==> config.mk <==
export PLATFORM = sky130hd
export DESIGN_NAME = dfxsecure_policy_driver_flat
export DESIGN_NICKNAME = d
export VERILOG_FILES = /design/src/rtl/dfxsecure_policy_driver_pkg.sv /design/src/rtl/dfxsecure_policy_driver_if.sv /design/src/rtl/dfxsecure_seq_timer.sv /design/src/rtl/dfxsecure_policy_driver.sv /design/src/flat_wrapper.sv
export SDC_FILE = /design/constraint.sdc
export NUM_CORES = 1
export LEC_CHECK = 0
export CAP_MARGIN = 25
export CORE_MARGIN = 4
export CORE_UTILIZATION = 44
export DETAILED_ROUTE_END_ITERATION = 12
export PLACE_DENSITY = 0.82
export SLEW_MARGIN = 30
export SYNTH_ARGS = -nofsm -noshare
export SYNTH_HDL_FRONTEND = slang
export SYNTH_SLANG_ARGS = --single-unit
==> constraint.sdc <==
create_clock -name clk -period 2.3 [get_ports clk]
set_input_delay 0.575 -clock clk [delete_from_list [all_inputs] [get_ports clk]]
set_output_delay 0.575 -clock clk [all_outputs]
set_load 0.03 [all_outputs]
==> src/rtl/dfxsecure_policy_driver_pkg.sv <==
// Shared types and constants for the DFx secure policy driver.
// Optional policy lock after early-boot exit: DFXSECURE_POLICY_DRIVER_LOCK_EN.
package dfxsecure_policy_driver_pkg;

  localparam int DEFAULT_POLICY_WIDTH = 4;

  // Only policy accepted once early-boot exit has been signalled (lock build).
  localparam logic [DEFAULT_POLICY_WIDTH-1:0] LOCKED_POLICY = 4'h0;

  typedef enum logic [1:0] {
    ST_IDLE   = 2'd0,
    ST_SETUP  = 2'd1,
    ST_UPDATE = 2'd2,
    ST_SETTLE = 2'd3
  } drv_state_e;

  typedef struct packed {
    logic [DEFAULT_POLICY_WIDTH-1:0] policy;
    logic                            earlyboot_exit;
  } policy_req_t;

  function automatic int max3(input int a, input int b, input int c);
    int m;
    m = (a > b) ? a : b;
    return (m > c) ? m : c;
  endfunction

endpackage

==> src/rtl/dfxsecure_policy_driver_if.sv <==
// Request and plugin-facing signals of the DFx secure policy driver.
// The slave modport is the driver; master is the requester / plugin observer.
interface dfxsecure_policy_driver_if
  import dfxsecure_policy_driver_pkg::*;
#(
  parameter int POLICY_WIDTH = DEFAULT_POLICY_WIDTH
) ();

  logic                    req_valid;
  logic                    req_ready;
  logic [POLICY_WIDTH-1:0] req_policy;
  logic                    req_earlyboot_exit;
  logic [POLICY_WIDTH-1:0] fdfx_secure_policy;
  logic                    fdfx_policy_update;
  logic                    fdfx_earlyboot_exit;
  logic                    busy;
  logic                    resp_err;

  modport slave (
    input  req_valid, req_policy, req_earlyboot_exit,
    output req_ready, fdfx_secure_policy, fdfx_policy_update,
           fdfx_earlyboot_exit, busy, resp_err
  );

  modport master (
    output req_valid, req_policy, req_earlyboot_exit,
    input  req_ready, fdfx_secure_policy, fdfx_policy_update,
           fdfx_earlyboot_exit, busy, resp_err
  );

endinterface

==> src/rtl/dfxsecure_seq_timer.sv <==
// Loadable down-counter timing each phase of the policy update sequence.
// done is high while the count sits at zero.
module dfxsecure_seq_timer #(
  parameter int CNT_W = 3
) (
  input  logic             clk,
  input  logic             rst_b,
  input  logic             load,
  input  logic [CNT_W-1:0] load_value,
  output logic             done
);

  logic [CNT_W-1:0] cnt_q;

  // NOTE: sequential state uses non-blocking assignments so every flop
  // samples pre-edge values regardless of process ordering.
  always_ff @(posedge clk) begin
    if (!rst_b) begin
      cnt_q <= '0;
    end else if (load) begin
      cnt_q <= load_value;
    end else if (cnt_q != '0) begin
      cnt_q <= cnt_q - 1'b1;
    end
  end

  assign done = (cnt_q == '0);

endmodule

==> src/rtl/dfxsecure_policy_driver.sv <==
// Sequences policy writes onto the DFx secure policy bus: setup, update strobe, settle.
// Define DFXSECURE_POLICY_DRIVER_LOCK_EN to reject non-locked policies after early-boot exit.
module dfxsecure_policy_driver
  import dfxsecure_policy_driver_pkg::*;
#(
  parameter int                    POLICY_WIDTH  = DEFAULT_POLICY_WIDTH,
  parameter int                    SETUP_CYCLES  = 1,
  parameter int                    UPDATE_CYCLES = 2,
  parameter int                    SETTLE_CYCLES = 4,
  parameter logic [POLICY_WIDTH-1:0] RESET_POLICY = '0
) (
  input logic                        clk,
  input logic                        rst_b,
  dfxsecure_policy_driver_if.slave   bus
);

  localparam int CNT_W = $clog2(max3(SETUP_CYCLES, UPDATE_CYCLES, SETTLE_CYCLES)) + 1;

  drv_state_e              state_q, state_d;
  logic [POLICY_WIDTH-1:0] policy_q;
  logic                    exit_q;
  logic                    resp_err_q;
  logic                    take;
  logic                    reject;
  logic                    lock_hit;
  logic                    tmr_load;
  logic [CNT_W-1:0]        tmr_value;
  logic                    tmr_done;

`ifdef DFXSECURE_POLICY_DRIVER_LOCK_EN
  assign lock_hit = exit_q && (bus.req_policy != POLICY_WIDTH'(LOCKED_POLICY));
`else
  assign lock_hit = 1'b0;
`endif

  dfxsecure_seq_timer #(.CNT_W(CNT_W)) u_timer (
    .clk        (clk),
    .rst_b      (rst_b),
    .load       (tmr_load),
    .load_value (tmr_value),
    .done       (tmr_done)
  );

  // NOTE: every always_comb output gets a default first so no path
  // through the case statement can infer a latch.
  always_comb begin
    state_d   = state_q;
    take      = 1'b0;
    reject    = 1'b0;
    tmr_load  = 1'b0;
    tmr_value = '0;
    case (state_q)
      ST_IDLE: begin
        if (bus.req_valid) begin
          if (lock_hit) begin
            reject = 1'b1;
          end else begin
            take      = 1'b1;
            tmr_load  = 1'b1;
            tmr_value = CNT_W'(SETUP_CYCLES - 1);
            state_d   = ST_SETUP;
          end
        end
      end
      ST_SETUP: begin
        if (tmr_done) begin
          tmr_load  = 1'b1;
          tmr_value = CNT_W'(UPDATE_CYCLES - 1);
          state_d   = ST_UPDATE;
        end
      end
      ST_UPDATE: begin
        if (tmr_done) begin
          tmr_load  = 1'b1;
          tmr_value = CNT_W'(SETTLE_CYCLES - 1);
          state_d   = ST_SETTLE;
        end
      end
      ST_SETTLE: begin
        if (tmr_done) state_d = ST_IDLE;
      end
      default: state_d = ST_IDLE;
    endcase
  end

  // Policy and exit move only on an accept edge, so they are stable across update and settle.
  always_ff @(posedge clk) begin
    if (!rst_b) begin
      state_q    <= ST_IDLE;
      policy_q   <= RESET_POLICY;
      exit_q     <= 1'b0;
      resp_err_q <= 1'b0;
    end else begin
      state_q    <= state_d;
      resp_err_q <= reject;
      if (take) begin
        policy_q <= bus.req_policy;
        if (bus.req_earlyboot_exit) exit_q <= 1'b1;
      end
    end
  end

  assign bus.req_ready           = (state_q == ST_IDLE) && rst_b;
  assign bus.busy                = (state_q != ST_IDLE);
  assign bus.fdfx_policy_update  = (state_q == ST_UPDATE);
  assign bus.fdfx_secure_policy  = policy_q;
  assign bus.fdfx_earlyboot_exit = exit_q;
  assign bus.resp_err            = resp_err_q;

endmodule
==> src/flat_wrapper.sv <==
// flat-port wrapper written by rule: the top's interface ports become plain ports
module dfxsecure_policy_driver_flat import dfxsecure_policy_driver_pkg::*;
#(
  parameter int                    POLICY_WIDTH  = DEFAULT_POLICY_WIDTH,
  parameter int                    SETUP_CYCLES  = 1,
  parameter int                    UPDATE_CYCLES = 2,
  parameter int                    SETTLE_CYCLES = 4,
  parameter logic [POLICY_WIDTH-1:0] RESET_POLICY = '0
)
  (clk, rst_b, bus_req_valid, bus_req_policy, bus_req_earlyboot_exit, bus_req_ready, bus_fdfx_secure_policy, bus_fdfx_policy_update, bus_fdfx_earlyboot_exit, bus_busy, bus_resp_err);
  dfxsecure_policy_driver_if #(.POLICY_WIDTH(POLICY_WIDTH)) bus_i ();
  input logic clk;
  input logic rst_b;
  input wire logic [$bits(bus_i.req_valid)-1:0] bus_req_valid;
  input wire logic [$bits(bus_i.req_policy)-1:0] bus_req_policy;
  input wire logic [$bits(bus_i.req_earlyboot_exit)-1:0] bus_req_earlyboot_exit;
  output wire logic [$bits(bus_i.req_ready)-1:0] bus_req_ready;
  output wire logic [$bits(bus_i.fdfx_secure_policy)-1:0] bus_fdfx_secure_policy;
  output wire logic [$bits(bus_i.fdfx_policy_update)-1:0] bus_fdfx_policy_update;
  output wire logic [$bits(bus_i.fdfx_earlyboot_exit)-1:0] bus_fdfx_earlyboot_exit;
  output wire logic [$bits(bus_i.busy)-1:0] bus_busy;
  output wire logic [$bits(bus_i.resp_err)-1:0] bus_resp_err;
  assign bus_i.req_valid = bus_req_valid;
  assign bus_i.req_policy = bus_req_policy;
  assign bus_i.req_earlyboot_exit = bus_req_earlyboot_exit;
  assign bus_req_ready = bus_i.req_ready;
  assign bus_fdfx_secure_policy = bus_i.fdfx_secure_policy;
  assign bus_fdfx_policy_update = bus_i.fdfx_policy_update;
  assign bus_fdfx_earlyboot_exit = bus_i.fdfx_earlyboot_exit;
  assign bus_busy = bus_i.busy;
  assign bus_resp_err = bus_i.resp_err;
  dfxsecure_policy_driver #(.POLICY_WIDTH(POLICY_WIDTH), .SETUP_CYCLES(SETUP_CYCLES), .UPDATE_CYCLES(UPDATE_CYCLES), .SETTLE_CYCLES(SETTLE_CYCLES), .RESET_POLICY(RESET_POLICY)) u_core (.clk(clk), .rst_b(rst_b), .bus(bus_i));
endmodule
Word level (Yosys, flattened, before mapping)
Index checks and enable logic that the tools add are counted.

word-level totals
  register bits after elaboration = 10
  bits of input ports = 8
  output and inout port bits = 9
  logic and storage cells = 35

operators by class
  add/sub/neg operators = 1
  equality and inequality tests = 7
  mux-type cells = 14
  reduce and logical (&&, ||, !) cells = 9

operators with widths
  operator                                               number
  two-way mux 2 bit                                      5
  case mux 2 bit (4 select lines)                        1
  two-way mux 3 bit                                      2
  inequality test 2 x 1 -> 1 bit, second input constant  3
  case mux 3 bit (2 select lines)                        1
  equality test 2 bit, second input constant             2
  two-way mux 1 bit                                      4
  AND reduction 4 bit                                    1
  nonzero test 2 bit                                     2
  zero test 3 bit                                        1
  nonzero test 3 bit                                     1
  subtractor 3 x 1 -> 3 bit, second input constant       1
  equality test 2 x 1 -> 1 bit, second input constant    1
  zero test 2 bit                                        1
  inequality test 2 bit, second input constant           1
  case mux 1 bit (2 select lines)                        1
  AND reduction 2 bit                                    1
  OR reduction 2 bit                                     1
  logical AND 1 bit                                      1

Longest topological paths before layout
  depth after elaboration = 4
  gate-level depth with buffers = 6
  depth with buffers taken out = 5

Hierarchy
A second synthesis with hierarchy kept.

second synthesis, totals
  cell total of the unflattened synthesis = 71
  area, all modules = 628.1 sq um

modules (own cells, without submodules)
  module                   times used  cells an instance  area an instance (sq um)  sequential area each (sq um)
  dfxsecure_policy_driver  1           49                 422.9                     140.1
  dfxsecure_seq_timer      1           22                 205.2                     60.1

Least setup slack after synthesis
No wires, ideal clock.

  kind = reg2out
  start point = register u_core.state_q[0]
  end point = output port bus_req_ready
  data arrival time = 1.325 ns
  required time = 1.725 ns
  path slack = 0.400 ns
  stages on the path, launching flop included = 6
  path buffers = 1
  cells stage by stage = dfxtp_1 -> inv_1 -> ha_1 -> buf_2 -> inv_1 -> nor2_1

between the ends
  word-level cells in the longest chain between the ends = 2

ends and longest elaborated chain
  what                    line                            text
  from (decl)             dfxsecure_policy_driver.sv:19   drv_state_e state_q, state_d;
  from (signal assigned)  dfxsecure_policy_driver.sv:94   state_q <= state_d;
  zero test 2 bit         dfxsecure_policy_driver.sv:103  assign bus.req_ready = (state_q == ST_IDLE) && rst_b;
  logical AND 1 bit       dfxsecure_policy_driver.sv:103
  to (decl)               flat_wrapper.sv:17              output wire logic [$bits(bus_i.req_ready)-1:0] bus_req_ready;

No other way between the ends.

Worst setup path after layout
  start point = register u_core.state_q[0]
  end point = output port bus_busy

between the ends
  word-level cells in the longest chain between the ends = 1

ends and longest elaborated chain
  what                line                            text
  nonzero test 2 bit  dfxsecure_policy_driver.sv:104  assign bus.busy = (state_q != ST_IDLE);
  to (decl)           flat_wrapper.sv:21              output wire logic [$bits(bus_i.busy)-1:0] bus_busy;

No other way between the ends.

==> results.txt <==
----------------------------------------------------
[Clock tree]
  Maximum clock path buffer count ... 2
  Post-CTS repair timing setup buffer count ... 0
  Number of buffers created by CTS ... 3
  Skew-Pair Late Insertion Delay ... approximately 0.26 ns
  Clock Root Buffer ... clkbuf_4
  TritonCTS clock tree ... built
  Clock transition at the register clock pins on the worst setup and hold paths after CTS ... approximately 0.06 ns
  Sink Count ... 10
  H-Tree Level Count ... 1

[Synth]
  Ranking of synthesized cells by area ... dfxtp_1 34%, ha_1 17%, a221oi_2 5.2%
  Syn nets ... 80
  Mean instance size in the synthesized netlist ... 9.071 sq um
  Total standard cell area after synthesis ... 580.6 sq um
  Cell type contributing the most total cell area after synthesis ... dfxtp_1
  Post-synth cell types ... 26
  Number of instances in the synthesized netlist ... 64
  Area share of the largest cell type after synthesis ... 0.3448
  Yosys reg bits ... 10
  Fraction of the yosys area taken by sequential cells ... 0.3448
  Synth warn ... 0

[Floorplanning]
  DIE WIDTH ... 44.33 microns
  Row count ... 12
  Number of primary I/O pins ... 17
  Die H ... 44.33 microns
  Starting utilization of the core area ... 0.4957
  Core area ... about 1200 sq um
  Full die area ... around 2000 sq um

[Detailed routing]
  Number of vias per cell ... 5.073
  Average wire per cell in the routed design ... 12.80 microns
  DRC viols ... 0
  Via total after detailed routing ... 487
  Count of routing violations after the opening detailed-route iteration ... 11
  Count of nets left with antenna violations after detail routing ... 0
  Routed wire length ... 1229 microns
  Router iterations before antenna repair ... 4

[Status]
  Outcome ... finished clean

[Place]
  Placed insts ... 93
  Weighted congestion reported at the end of routability-driven placement ... 0.7195
  Final HPWL DP ... 1000 microns
  Port bufs ... 15

[Setup path]
  Data required time at the worst endpoint ... approximately 1.7 ns
  Nature of the critical path endpoint ... primary output
  Beginning of the critical path ... u_core.state_q[0]
  Worst reg2reg path startpoint ... u_core.state_q[0]
  CP arrival ... between 1 and 1.5 ns
  Critical path type ... reg -> out
  Type of origin of the critical path ... flop
  Crit path max fanout ... 5

[Pwr]
  Switching Share ... 0.4437
  Fraction of power consumed by the clock network ... 0.117
  Combinational fraction of design power ... 0.614
  Sequential share of power ... 0.269
  Total net switching power ... 425.3 uW
  Power Dens Cells ... 1242 nW/um^2
  Power Internal ... 533.2 uW
  Reported leakage power ... between 0.3 and 0.4 nW
  IR drop worst, VDD ... 0.0006471 V

[Global route]
  Pin count of the biggest net entering global routing ... 9
  Number of antenna violations at the first check in global routing ... 0
  Global-route wire length before repair ... 2097 microns
  Overflow left after global routing ... 0
  Overall global routing resource usage ... 0.1450
  Vias in the first global route ... 495

[Final layout]
  Final-stage net count ... 100
  Final Core Density ... 0.6592
  Number of non-filler instances in the completed layout ... 96
  Ant diodes ... 0
  Share of cells above drive strength 1 ... 0.1220
  Layout overhead on the synthesized area ... 32.97%
  Most frequent cells in the layout ... 12 x clkdlybuf4s50_1, 10 x dfxtp_1, 8 x nand2_1, 8 x ha_1
  Commonest non-fill, non-tap cell in the layout ... clkdlybuf4s50_1

[STA]
  Number of hold violations in the final report ... 0
  Maximum clock frequency ... 493.0 MHz
  Ratio of final minimum period to clock period ... 0.8819
  Setup repair after global routing missed its margin ... false
  Pins Over Slew Limit ... 0
  Sum of negative setup slack ... 0 ns
  Worst-case clock skew ... 0.001483 ns
  Final number of setup-violating endpoints ... 0
  Clock period minus final worst setup slack ... between 2 and 2.5 ns

[Hold path]
  Hold Startpoint ... u_core.bus.fdfx_secure_policy[2]
  Worst hold path class ... reg -> reg

[Flow run]
  Max-cap violations ... 0

----------------------------------------------------
-- critical path, cell delays in order, from the launching register on --
cell	delay [ns]
dfxtp_1	0.41
inv_1	0.11
ha_1	0.22
inv_1	0.07
dlygate4sd2_1	0.39
-- routing by layer --
layer | global-route usage | routed length (microns) | up-vias
met1 | 0.1760 | 581 | 222
li1 | - | - | 260
met3 | 0.07317 | 44 | 0
met5 | 0 | 0 | -
met2 | 0.2355 | 604 | 5
met4 | 0.01807 | 0 | 0
-- area by class of cell --
type	instances	area, sq um
Clock buffer	3	22.52
Fill cell	101	399.1
Inverter	6	22.52
Multi-Input combinational cell	46	345.3
Sequential cell	10	200.2
Tap cell	14	17.52
Timing Repair Buffer	17	163.9
-- Yosys cell counts (all sizes together) --
master,number
dfxtp,10
ha,8
nand2,8
inv,6
nand3,5
a21oi,4
a211o,2
a221oi,2
buf,2
nor2b,2
nor3,2
a2111o,1
a21boi,1
a31oi,1
and3b,1
and4bb,1
conb,1
mux2i,1
nand2b,1
nor2,1
o211a,1
o21ai,1
or3,1
xor2,1
-- metrics by stage --
step	hold slack (ns)	power (mW)	worst slack, ns	instance area (sq um)
global route	0.4731	1.042	0.1656	772.0
CTS	0.4547	0.9649	0.01711	769.5
finish	0.4541	0.9585	0.2716	772.0
floorplan	0.4785	0.6837	0.3999	580.6
detailed placement	0.4465	0.8554	0.2701	748.2
global placement	0.4431	0.8433	0.2910	748.2
-- kinds of logic (layout without fill, tap and decap cells) --
kind of cell	after synthesis	count (layout)	synth area share
and+or+nand+nor	22	22	0.1983
AOI/OAI and AO/OA	13	13	0.1854
DFF	10	10	0.3448
adders and majority gates	8	8	0.1724
buffers and inverters	8	26	0.06034
other	1	1	0.006459
xor gates and xnor gates	1	1	0.01509
muxes	1	1	0.01724
-- final timing paths --
check | to | slack, ns | depth (start not counted)
max | bus_busy | 0.27 | 4
min | u_core.bus.fdfx_secure_policy[2] | 0.45 | 2
max reg2reg | u_core.state_q[0] | 0.48 | 5
min reg2reg | u_core.bus.fdfx_secure_policy[2] | 0.45 | 2
-- sequential cells by signal (all words and copies together), names as in the netlist --
register                        flops
u_core.u_timer.cnt_q                3
u_core.bus.fdfx_secure_policy       4
u_core.state_q                      2
u_core.bus.fdfx_earlyboot_exit      1
-- power by group through the flow --
stage                     Clock (mW)  Combinational [mW]  Sequential (mW)
after floorplan                    0               0.402            0.282
after global placement             0               0.587            0.257
after global routing           0.130               0.649            0.262
after CTS                      0.118               0.589            0.258
final                          0.112               0.589            0.258
after detailed placement           0               0.593            0.262
-- timing repair --
item,4_1_cts,5_1_grt
resized for setup,1,1
hold buffers,0,0
setup endpoints to repair,1,1
No activity file was read; power rests on OpenSTA's default activity.
